### config.mk
export PLATFORM = sky130hd
export DESIGN_NAME = bridge_keypad_flat
export DESIGN_NICKNAME = d
export VERILOG_FILES = /design/src/rtl/bridge_keypad_pkg.sv /design/src/rtl/bridge_keypad_if.sv /design/src/rtl/bridge_key_hold.sv /design/src/rtl/bridge_keypad.sv /design/src/flat_wrapper.sv
export SDC_FILE = /design/constraint.sdc
export NUM_CORES = 1
export LEC_CHECK = 0
export ABC_CLOCK_PERIOD_IN_PS = 1800
export BUFFER_PORTS_ARGS = -buffer_cell sky130_fd_sc_hd__buf_2
export CORE_MARGIN = 1
export CORE_UTILIZATION = 39
export DETAILED_ROUTE_END_ITERATION = 12
export PLACE_DENSITY = 0.69
export SYNTH_ARGS = -nofsm -noshare
export SYNTH_HDL_FRONTEND = slang
export SYNTH_SLANG_ARGS = --single-unit
### constraint.sdc
create_clock -name i_clk -period 1.8 [get_ports i_clk]
set_input_delay 0.36 -clock i_clk [delete_from_list [all_inputs] [get_ports i_clk]]
set_output_delay 0.36 -clock i_clk [all_outputs]
set_load 0.05 [all_outputs]
### src/rtl/bridge_keypad_pkg.sv
// Key indices, PS/2 set-2 scan codes and the scan-code lookup for the Bridge
// Companion keypad.
package bridge_keypad_pkg;

    localparam int unsigned NUM_KEYS = 12;

    localparam logic [3:0] KEY_PASS          = 4'd0;
    localparam logic [3:0] KEY_SPADES        = 4'd1;
    localparam logic [3:0] KEY_CLUBS         = 4'd2;
    localparam logic [3:0] KEY_RDBL          = 4'd3;
    localparam logic [3:0] KEY_NT            = 4'd4;
    localparam logic [3:0] KEY_HEARTS_UP     = 4'd5;
    localparam logic [3:0] KEY_PLAY_YES      = 4'd6;
    localparam logic [3:0] KEY_BACK          = 4'd7;
    localparam logic [3:0] KEY_DBL           = 4'd8;
    localparam logic [3:0] KEY_DIAMONDS_DOWN = 4'd9;
    localparam logic [3:0] KEY_START         = 4'd10;
    localparam logic [3:0] KEY_PLAY_NO       = 4'd11;

    localparam logic [7:0] SC_A     = 8'h1C;
    localparam logic [7:0] SC_Z     = 8'h1A;
    localparam logic [7:0] SC_V     = 8'h2A;
    localparam logic [7:0] SC_F     = 8'h2B;
    localparam logic [7:0] SC_S     = 8'h1B;
    localparam logic [7:0] SC_X     = 8'h22;
    localparam logic [7:0] SC_LCTRL = 8'h14;
    localparam logic [7:0] SC_BKSP  = 8'h66;
    localparam logic [7:0] SC_D     = 8'h23;
    localparam logic [7:0] SC_C     = 8'h21;
    localparam logic [7:0] SC_1     = 8'h16;
    localparam logic [7:0] SC_LALT  = 8'h11;

    // Returns {valid, index}; valid is 0 for codes outside the keypad map.
    function automatic logic [4:0] code_to_index(input logic [7:0] code);
        logic [4:0] res;
        res = 5'b1_0000;
        case (code)
            SC_A:     res[3:0] = KEY_PASS;
            SC_Z:     res[3:0] = KEY_SPADES;
            SC_V:     res[3:0] = KEY_CLUBS;
            SC_F:     res[3:0] = KEY_RDBL;
            SC_S:     res[3:0] = KEY_NT;
            SC_X:     res[3:0] = KEY_HEARTS_UP;
            SC_LCTRL: res[3:0] = KEY_PLAY_YES;
            SC_BKSP:  res[3:0] = KEY_BACK;
            SC_D:     res[3:0] = KEY_DBL;
            SC_C:     res[3:0] = KEY_DIAMONDS_DOWN;
            SC_1:     res[3:0] = KEY_START;
            SC_LALT:  res[3:0] = KEY_PLAY_NO;
            default:  res      = 5'b0_0000;
        endcase
        return res;
    endfunction

endpackage

### src/rtl/bridge_keypad_if.sv
// Signal bundle between hps_io/system (master) and the keypad bridge (slave).
interface bridge_keypad_if;
    import bridge_keypad_pkg::*;

    logic [10:0]         ps2_key;
    logic                vblank;
    logic [15:0]         joystick;
    logic [NUM_KEYS-1:0] inputs;
    logic                key_event;
    logic [3:0]          key_index;
    logic                key_pressed;

    modport master (
        output ps2_key, vblank, joystick,
        input  inputs, key_event, key_index, key_pressed
    );

    modport slave (
        input  ps2_key, vblank, joystick,
        output inputs, key_event, key_index, key_pressed
    );

endinterface

### src/rtl/bridge_key_hold.sv
// Per-key press state plus a vblank-tick hold counter that stretches a release
// by HOLD_TICKS frames; the stretched level is registered.
module bridge_key_hold #(
    parameter int unsigned HOLD_TICKS = 3
) (
    input  logic i_clk,
    input  logic i_reset,
    input  logic i_press,
    input  logic i_release,
    input  logic i_tick,
    output logic o_level
);

    localparam int unsigned CntW = (HOLD_TICKS > 0) ? $clog2(HOLD_TICKS + 1) : 1;
    localparam logic [CntW-1:0] Reload = CntW'(HOLD_TICKS);

    logic            r_key_down, w_key_down;
    logic [CntW-1:0] r_hold_cnt, w_hold_cnt;
    logic            r_level;

    // A press reloads the counter and beats a same-cycle tick.
    always_comb begin
        w_key_down = r_key_down;
        w_hold_cnt = r_hold_cnt;
        if (i_press) begin
            w_key_down = 1'b1;
            w_hold_cnt = Reload;
        end else begin
            if (i_release) w_key_down = 1'b0;
            if (i_tick && !r_key_down && (r_hold_cnt != '0)) begin
                w_hold_cnt = r_hold_cnt - CntW'(1);
            end
        end
    end

    always_ff @(posedge i_clk) begin
        if (i_reset) begin
            r_key_down <= 1'b0;
            r_hold_cnt <= '0;
            r_level    <= 1'b0;
        end else begin
            r_key_down <= w_key_down;
            r_hold_cnt <= w_hold_cnt;
            r_level    <= w_key_down | (w_hold_cnt != '0);
        end
    end

    assign o_level = r_level;

endmodule

### src/rtl/bridge_keypad.sv
// PS/2 key stream to Bridge Companion button vector with per-frame stretching.
// Optional: define BRIDGE_KEYPAD_JOYSTICK_EN to OR joystick_0 bits into inputs.
module bridge_keypad
    import bridge_keypad_pkg::*;
#(
    parameter int unsigned HOLD_TICKS = 3,
    parameter int unsigned NUM_KEYS   = 12
) (
    input  logic            i_clk,
    input  logic            i_reset,
    bridge_keypad_if.slave  io_kp
);

    if (NUM_KEYS != bridge_keypad_pkg::NUM_KEYS) begin : g_num_keys_check
        $error("bridge_keypad: NUM_KEYS does not match the package key map");
    end

    logic                r_old_toggle;
    logic                r_vblank_prev;
    logic                r_evt_valid;
    logic                r_evt_press;
    logic [3:0]          r_evt_idx;
    logic                r_key_event;
    logic [3:0]          r_key_index;
    logic                r_key_pressed;
    logic [4:0]          w_map;
    logic                w_new_evt;
    logic                w_tick;
    logic [NUM_KEYS-1:0] w_level;
    logic [NUM_KEYS-1:0] r_joy;

    assign w_map     = code_to_index(io_kp.ps2_key[7:0]);
    assign w_new_evt = (io_kp.ps2_key[10] != r_old_toggle) && !io_kp.ps2_key[8] && w_map[4];
    assign w_tick    = io_kp.vblank && !r_vblank_prev;

    // Edge stage: decoded event lands in r_evt_* one cycle after the toggle flips.
    always_ff @(posedge i_clk) begin
        if (i_reset) begin
            r_old_toggle  <= io_kp.ps2_key[10];
            r_vblank_prev <= io_kp.vblank;
            r_evt_valid   <= 1'b0;
            r_evt_press   <= 1'b0;
            r_evt_idx     <= 4'd0;
            r_key_event   <= 1'b0;
            r_key_index   <= 4'd0;
            r_key_pressed <= 1'b0;
        end else begin
            r_old_toggle  <= io_kp.ps2_key[10];
            r_vblank_prev <= io_kp.vblank;
            r_evt_valid   <= w_new_evt;
            if (w_new_evt) begin
                r_evt_press <= io_kp.ps2_key[9];
                r_evt_idx   <= w_map[3:0];
            end
            r_key_event <= r_evt_valid;
            if (r_evt_valid) begin
                r_key_index   <= r_evt_idx;
                r_key_pressed <= r_evt_press;
            end
        end
    end

    for (genvar k = 0; k < NUM_KEYS; k++) begin : g_key
        logic w_hit;
        assign w_hit = r_evt_valid && (r_evt_idx == 4'(k));

        bridge_key_hold #(
            .HOLD_TICKS (HOLD_TICKS)
        ) u_hold (
            .i_clk     (i_clk),
            .i_reset   (i_reset),
            .i_press   (w_hit && r_evt_press),
            .i_release (w_hit && !r_evt_press),
            .i_tick    (w_tick),
            .o_level   (w_level[k])
        );
    end

`ifdef BRIDGE_KEYPAD_JOYSTICK_EN
    logic [NUM_KEYS-1:0] w_joy_map;

    always_comb begin
        w_joy_map                    = '0;
        w_joy_map[KEY_HEARTS_UP]     = io_kp.joystick[3];
        w_joy_map[KEY_DIAMONDS_DOWN] = io_kp.joystick[2];
        w_joy_map[KEY_PLAY_YES]      = io_kp.joystick[4];
        w_joy_map[KEY_PLAY_NO]       = io_kp.joystick[5];
        w_joy_map[KEY_PASS]          = io_kp.joystick[6];
        w_joy_map[KEY_START]         = io_kp.joystick[7];
    end

    always_ff @(posedge i_clk) begin
        if (i_reset) r_joy <= '0;
        else         r_joy <= w_joy_map;
    end
`else
    logic w_unused_joy;
    assign w_unused_joy = ^io_kp.joystick;
    assign r_joy        = '0;
`endif

    assign io_kp.inputs      = w_level | r_joy;
    assign io_kp.key_event   = r_key_event;
    assign io_kp.key_index   = r_key_index;
    assign io_kp.key_pressed = r_key_pressed;

endmodule

### src/flat_wrapper.sv
// flat-port wrapper written by rule: the top's interface ports become plain ports
module bridge_keypad_flat import bridge_keypad_pkg::*;
#(
    parameter int unsigned HOLD_TICKS = 3,
    parameter int unsigned NUM_KEYS   = 12
)
  (i_clk, i_reset, io_kp_ps2_key, io_kp_vblank, io_kp_joystick, io_kp_inputs, io_kp_key_event, io_kp_key_index, io_kp_key_pressed);
  bridge_keypad_if io_kp_i ();
  input  logic i_clk;
  input  logic i_reset;
  input wire logic [$bits(io_kp_i.ps2_key)-1:0] io_kp_ps2_key;
  input wire logic [$bits(io_kp_i.vblank)-1:0] io_kp_vblank;
  input wire logic [$bits(io_kp_i.joystick)-1:0] io_kp_joystick;
  output wire logic [$bits(io_kp_i.inputs)-1:0] io_kp_inputs;
  output wire logic [$bits(io_kp_i.key_event)-1:0] io_kp_key_event;
  output wire logic [$bits(io_kp_i.key_index)-1:0] io_kp_key_index;
  output wire logic [$bits(io_kp_i.key_pressed)-1:0] io_kp_key_pressed;
  assign io_kp_i.ps2_key = io_kp_ps2_key;
  assign io_kp_i.vblank = io_kp_vblank;
  assign io_kp_i.joystick = io_kp_joystick;
  assign io_kp_inputs = io_kp_i.inputs;
  assign io_kp_key_event = io_kp_i.key_event;
  assign io_kp_key_index = io_kp_i.key_index;
  assign io_kp_key_pressed = io_kp_i.key_pressed;
  bridge_keypad #(.HOLD_TICKS(HOLD_TICKS), .NUM_KEYS(NUM_KEYS)) u_core (.i_clk(i_clk), .i_reset(i_reset), .io_kp(io_kp_i));
endmodule
==> out/qor.yml, run 1 <==
ant_nets: 0
routed_wl_um: 5900
cp_slowest_cell: "or3_1"
finalHoldViolations: 0
min_period_ns: 1.68
io_buffers: 31
io_pins: 48
cp-end-kind: "flop"
start_util: 0.411
cp_cell_sequence: "inv_1 > ha_1 > nor4b_1 > buf_4 > xnor2_1 > a21oi_1 > or3_1"
multi_input_area_um2: 1500
dp_hpwl_um: 4310
final_cell_mix: "dfxtp_1, a21oi_1, buf_4"
topRoutingLayerUsed: "met4"
antenna_found_initial: 0
syn_avg_cell_area_um2: 8.80
gp_congestion: 0.803
netlist_instances: 344
synth_seq_cells: 62
synth_edf_count: 0
outcome: "finished clean"
fp.dieH_um: 90.1
fin_nets: 434
grtUsageTotal: 0.157
ys.flop_type: "dfxtp_1"
cts.htree.levels: 3
powerDensity_nw_per_um2: 805
required_ns: 2.03
cts_resized: 0
clk_pin_slew_ns: 0.06
timing.final.crit_share: 0.936
fill_cells: 713
syn_area_um2: 3030
cts_tree: "done"
fmax_ghz: 0.594
p_leak_nw: 1.38
crit_buf_inv: 2
layout_commonest_cell: "dfxtp_1"
synth_nets: 386
drtIter0Drc: 125
crit_family: "simple AND/OR/NAND/NOR gates"
die_x_um: 90.1
numCtsBuffers: 9
syn_to_final_growth_pct: 19.6
drive_gt1_frac: 0.242
root_buffer: "clkbuf_8"
ff_latch_area_um2: 1240
cp_max_fo: 3
worstMarginPinSlew_ns: 0.409
cp-start-kind: "flop"
dieArea_um2: 8120
ys_seq_area_frac: 0.410
wl_per_cell_um: 11.9
dr.pass1.iters: 4
clock-sinks: 62
grt-ovfl-total: 0
grt_pass1_wl_um: 10100
stdcell_count: 496
setup_tns_ns: 0
antennaDiodeCount: 0
grt_pass1_vias: 2311
clk_latency_ns: 0.34
place_inst: 480
coreArea_um2: 7370
setup_viol: 0
hold_path.class: "input pin to flop"
dr_total_vias: 2500
cts_setup_buffers: 0
timing.hold.ws_ns: 0.146
grt_max_degree: 27
drcViolationCount: 0
rrSetupSlack_ns: 0.12
total_power_mw: 2.91
synthArstFlopShare: 0
yosysUniqueCellTypes: 49
viasPerCell: 5.04
wl_met2_um: 2740
rows: 31
max-slew-margin-rel: 0.723
wl_met1_um: 2770
worstSetupPathType: "flop to flop"
skew_ns: 0.00703
cp.arrival_ns: 1.91
wl_met3_um: 287
cts_hold_buf: 0
slew_viol_final: 0
ir_drop_mv: 0.661
yosysWarnings: 0
rsz0062_at_grt: "no"
maxCapViolations: 0
clk_path_buf_depth: 2
max_stage_delay_ns: 0.37
## state kept, by name (all words and copies together), names as in the netlist
name	cells
u_core.g_key.u_hold.r_key_down	12
u_core.io_kp.key_event	1
u_core.g_key.u_hold.r_hold_cnt	24
u_core.r_evt_press	1
u_core.io_kp.key_pressed	1
u_core.r_vblank_prev	1
u_core.g_key.u_hold.o_level	12
u_core.r_old_toggle	1
u_core.r_evt_valid	1
u_core.r_evt_idx	4
u_core.io_kp.key_index	4
## report_power, final
part           switching [mW]  internal, mW  leakage [nW]
Sequential            0.00257          1.38         0.500
Clock                   0.512         0.891         0.120
Combinational          0.0759        0.0571         0.761
Total                   0.591          2.32          1.38
## kinds of logic after synthesis
family,count (synthesis),synth area share
simple gates,108,0.194
compound gates,73,0.149
mux,15,0.0533
xor+xnor,16,0.0463
buf+inv,58,0.0983
flops,62,0.410
fa+ha+maj,12,0.0496
## routing by layer
metal  vias to the layer above  GRT usage
met1                      1172      0.193
li1                       1273          -
met5                         -          0
met3                        11     0.0550
met4                         0     0.0632
met2                        44      0.250
## cells in the mapped netlist (2+ instances only)
cell      number  share of area
nor3b_1        4         0.0099
or3_1          4         0.0083
a31oi_1        5          0.010
buf_6          3          0.011
nor2b_1        5          0.010
nor2_1        23          0.029
mux2i_1        9          0.030
and2_1         2         0.0041
nor3_2         2         0.0066
or4b_1         2         0.0066
buf_4         12          0.030
ha_1          12          0.050
a21oi_1       40          0.066
mux2_2         5          0.019
nor4_1         2         0.0041
nor4b_1        5          0.014
xor2_1         3         0.0087
nand3_1        9          0.015
nand2_1       24          0.030
a311o_1        2         0.0066
o31ai_1        6          0.015
nand2b_1       6          0.012
nor3_1        13          0.021
buf_2          2         0.0033
clkbuf_1      10          0.012
nand4b_1       2         0.0058
a22oi_1        2         0.0050
o21ai_0        8          0.013
xnor2_1       13          0.038
dfxtp_1       62           0.41
inv_1         29          0.036
## final timing paths
| check | cells past startpoint | endpoint | start |
|---|---|---|---|
| max | 7 | u_core.g_key[8].u_hold.o_level | u_core.g_key[8].u_hold.r_hold_cnt[0] |
| min | 1 | u_core.r_old_toggle | io_kp_ps2_key[10] |
| max reg2reg | 7 | u_core.g_key[8].u_hold.o_level | u_core.g_key[8].u_hold.r_hold_cnt[0] |
| min reg2reg | 2 | u_core.io_kp.key_index[3] | u_core.io_kp.key_index[3] |
## stage by stage
step | setup WS (ns) | cell area (um2) | util
final | 0.116 | 3620 | 0.491
after CTS | 0.103 | 3610 | 0.490
after detailed placement | -0.0914 | 3380 | 0.459
after global placement | -0.0659 | 3380 | 0.459
after global routing | 0.0227 | 3620 | 0.491
after floorplan | 0.0288 | 3030 | -
## final cells by class
class / instances / share of cell area
clock buffers: 13 / 0.0466
well taps: 99 / 0.0342
multi-input cells: 224 / 0.413
flip-flops and latches: 62 / 0.343
repair buffers: 66 / 0.115
clock inverters: 3 / 0.0180
inverters: 29 / 0.0301
Note: power is estimated with default switching activity, not from simulation.
==> run 2, diff against run 1 <==
- BUFFER_PORTS_ARGS: -buffer_cell sky130_fd_sc_hd__buf_2 -> -buffer_cell sky130_fd_sc_hd__clkbuf_2
- CORE_UTILIZATION: 39 -> 45
- MAX_ROUTING_LAYER: not set -> met4
- PLACE_DENSITY: 0.69 -> 0.76
==> out/qor.yml, run 2 (synthesized netlist as in run 1, its figures left out) <==
place_ws_ns: -0.0833
viasPerCell: 5.19
rsz0062_at_grt: "no"
layout_commonest_cell: "dfxtp_1"
wl_met2_um: 2870
grt_pass1_wl_um: 10200
hold_depth: 1
antennaDiodeCount: 0
cp_max_fo: 3
crit_cells: 7
setup_ws_ns: 0.0864
setup_viol: 0
routed_wl_um: 5910
clk_pin_slew_ns: 0.07
ir_drop_mv: 0.826
cp_cell_sequence: "inv_1 > ha_1 > nor4b_2 > buf_4 > xnor2_1 > a21oi_1 > or3_1"
power_frac_comb: 0.044
required_ns: 2.02
io_buffers: 31
clock-sinks: 62
dr.pass1.iters: 9
top_register: "u_core.g_key.u_hold.r_hold_cnt"
drtIter0Drc: 75
dr_total_vias: 2450
numCtsBuffers: 9
drive_gt1_frac: 0.246
antenna_found_initial: 0
cp.arrival_ns: 1.94
start_util: 0.471
cp-start-kind: "flop"
crit_buf_inv: 2
rr_endpoint: "u_core.g_key[4].u_hold.o_level"
seqPwrFrac: 0.473
cts_tree: "done"
cts.htree.levels: 3
fmax_ghz: 0.584
rrSetupSlack_ns: 0.09
timing.final.crit_share: 0.952
rows: 29
grtUsageTotal: 0.188
fp.dieH_um: 84.0
dieArea_um2: 7060
grt_pass1_vias: 2328
powerDensity_nw_per_um2: 812
ant_nets: 0
drcViolationCount: 4
hold_end: "u_core.r_old_toggle"
die_x_um: 84.0
coreArea_um2: 6420
finalHoldViolations: 0
maxCapViolations: 0
clk_latency_ns: 0.34
pwr-share-clk: 0.483
crit_family: "simple AND/OR/NAND/NOR gates"
max-slew-margin-rel: 0.661
timing.hold.ws_ns: 0.147
final_cell_mix: "dfxtp_1, a21oi_1, buf_4"
fill_cells: 564
root_buffer: "clkbuf_8"
cp-end-kind: "flop"
skew_ns: 0.00533
syn_to_final_growth_pct: 18.5
rr_startpoint: "u_core.g_key[4].u_hold.r_hold_cnt[0]"
slew_viol_final: 0
dp_hpwl_um: 4240
largest_reg_flops: 24
wl_per_cell_um: 12.5
gp_congestion: 0.836
outcome: "finished with violations"
fin_nets: 432
topRoutingLayerUsed: "met4"
max_stage_delay_ns: 0.38
swShare: 0.204
violations: "DRC"
p_leak_nw: 1.36
p_switching_uw: 593
cp_slowest_cell: "or3_1"
total_power_mw: 2.91
cts_hold_buf: 0
min_from: "io_kp_ps2_key[10]"
min_period_ns: 1.71
io_pins: 48
hold_path.class: "input pin to flop"
wl_met3_um: 242
worstMarginPinSlew_ns: 0.502
grt_max_degree: 28
rr_worst_depth: 7
post-route-util: 0.559
worstSetupPathType: "flop to flop"
grt-ovfl-total: 0
wl_met1_um: 2720
internal_power_mw: 2.32
clk_path_buf_depth: 2
run 2: cell types whose count changed in the layout (fill, tap and decap cells not counted), moves of 2 or more:
cell / change
buf_2: -31
buf_4: -2
clkbuf_2: +31
dfxtp_1: -2
dfxtp_2: +2
run 2: power by group through the flow:
| stage | logic (mW) | registers, mW | clock network, mW |
|---|---|---|---|
| final | 0.128 | 1.38 | 1.41 |
| after global routing | 0.141 | 1.38 | 1.49 |
| after CTS | 0.128 | 1.38 | 1.43 |
| after detailed placement | 0.127 | 1.41 | 0 |
| after global placement | 0.124 | 1.41 | 0 |
| after floorplan | 0.0823 | 1.41 | 0 |
run 2: worst max path at each step:
stage	startpoint	end	slack, ns
floorplan	io_kp_ps2_key[1]	u_core.r_evt_idx[0]	0.03
global placement	io_kp_ps2_key[7]	u_core.r_evt_idx[0]	-0.04
detailed placement	io_kp_ps2_key[0]	u_core.r_evt_idx[3]	-0.08
CTS	u_core.g_key[11].u_hold.r_hold_cnt[0]	u_core.g_key[11].u_hold.o_level	0.005
global route	u_core.g_key[4].u_hold.r_hold_cnt[0]	u_core.g_key[4].u_hold.o_level	0.0008
finish	u_core.g_key[4].u_hold.r_hold_cnt[0]	u_core.g_key[4].u_hold.o_level	0.09
run 2: metal layers:
layer	vias to the layer above	global-route usage
met4	0	0.0611
met1	1120	0.212
met5	-	-
met2	41	0.311
li1	1281	-
met3	8	0.0663
run 2: worst register-to-register path, cell delays in order, from the launching register on:
cell,delay (ns)
dfxtp_2,0.32
inv_1,0.04
ha_1,0.20
nor4b_2,0.27
buf_4,0.17
xnor2_1,0.11
a21oi_1,0.10
or3_1,0.38
run 2: final cells by class:
class,instances,area (um2),share of cell area
tap,77,96.3,0.0269
sequential,62,1240,0.347
clock buffer,13,169,0.0471
timing repair buffer,64,403,0.112
inverter,29,109,0.0303
clock inverter,3,65.1,0.0181
multi-input combinational,224,1500,0.419
run 2: per-stage QoR:
stage          area (um2)  instances  TNS (ns)
2_1_floorplan        3030        344         0
3_3_place_gp         3330        455    -0.104
3_5_place_dp         3330        455    -0.217
4_1_cts              3560        471         0
5_1_grt              3590        472         0
6_report             3590        472         0
run 2: repair_timing:
action / 4_1_cts / 5_1_grt
setup endpoints to repair: 0 / 2
buffers inserted: 0 / 1
gates resized for setup: 0 / 4
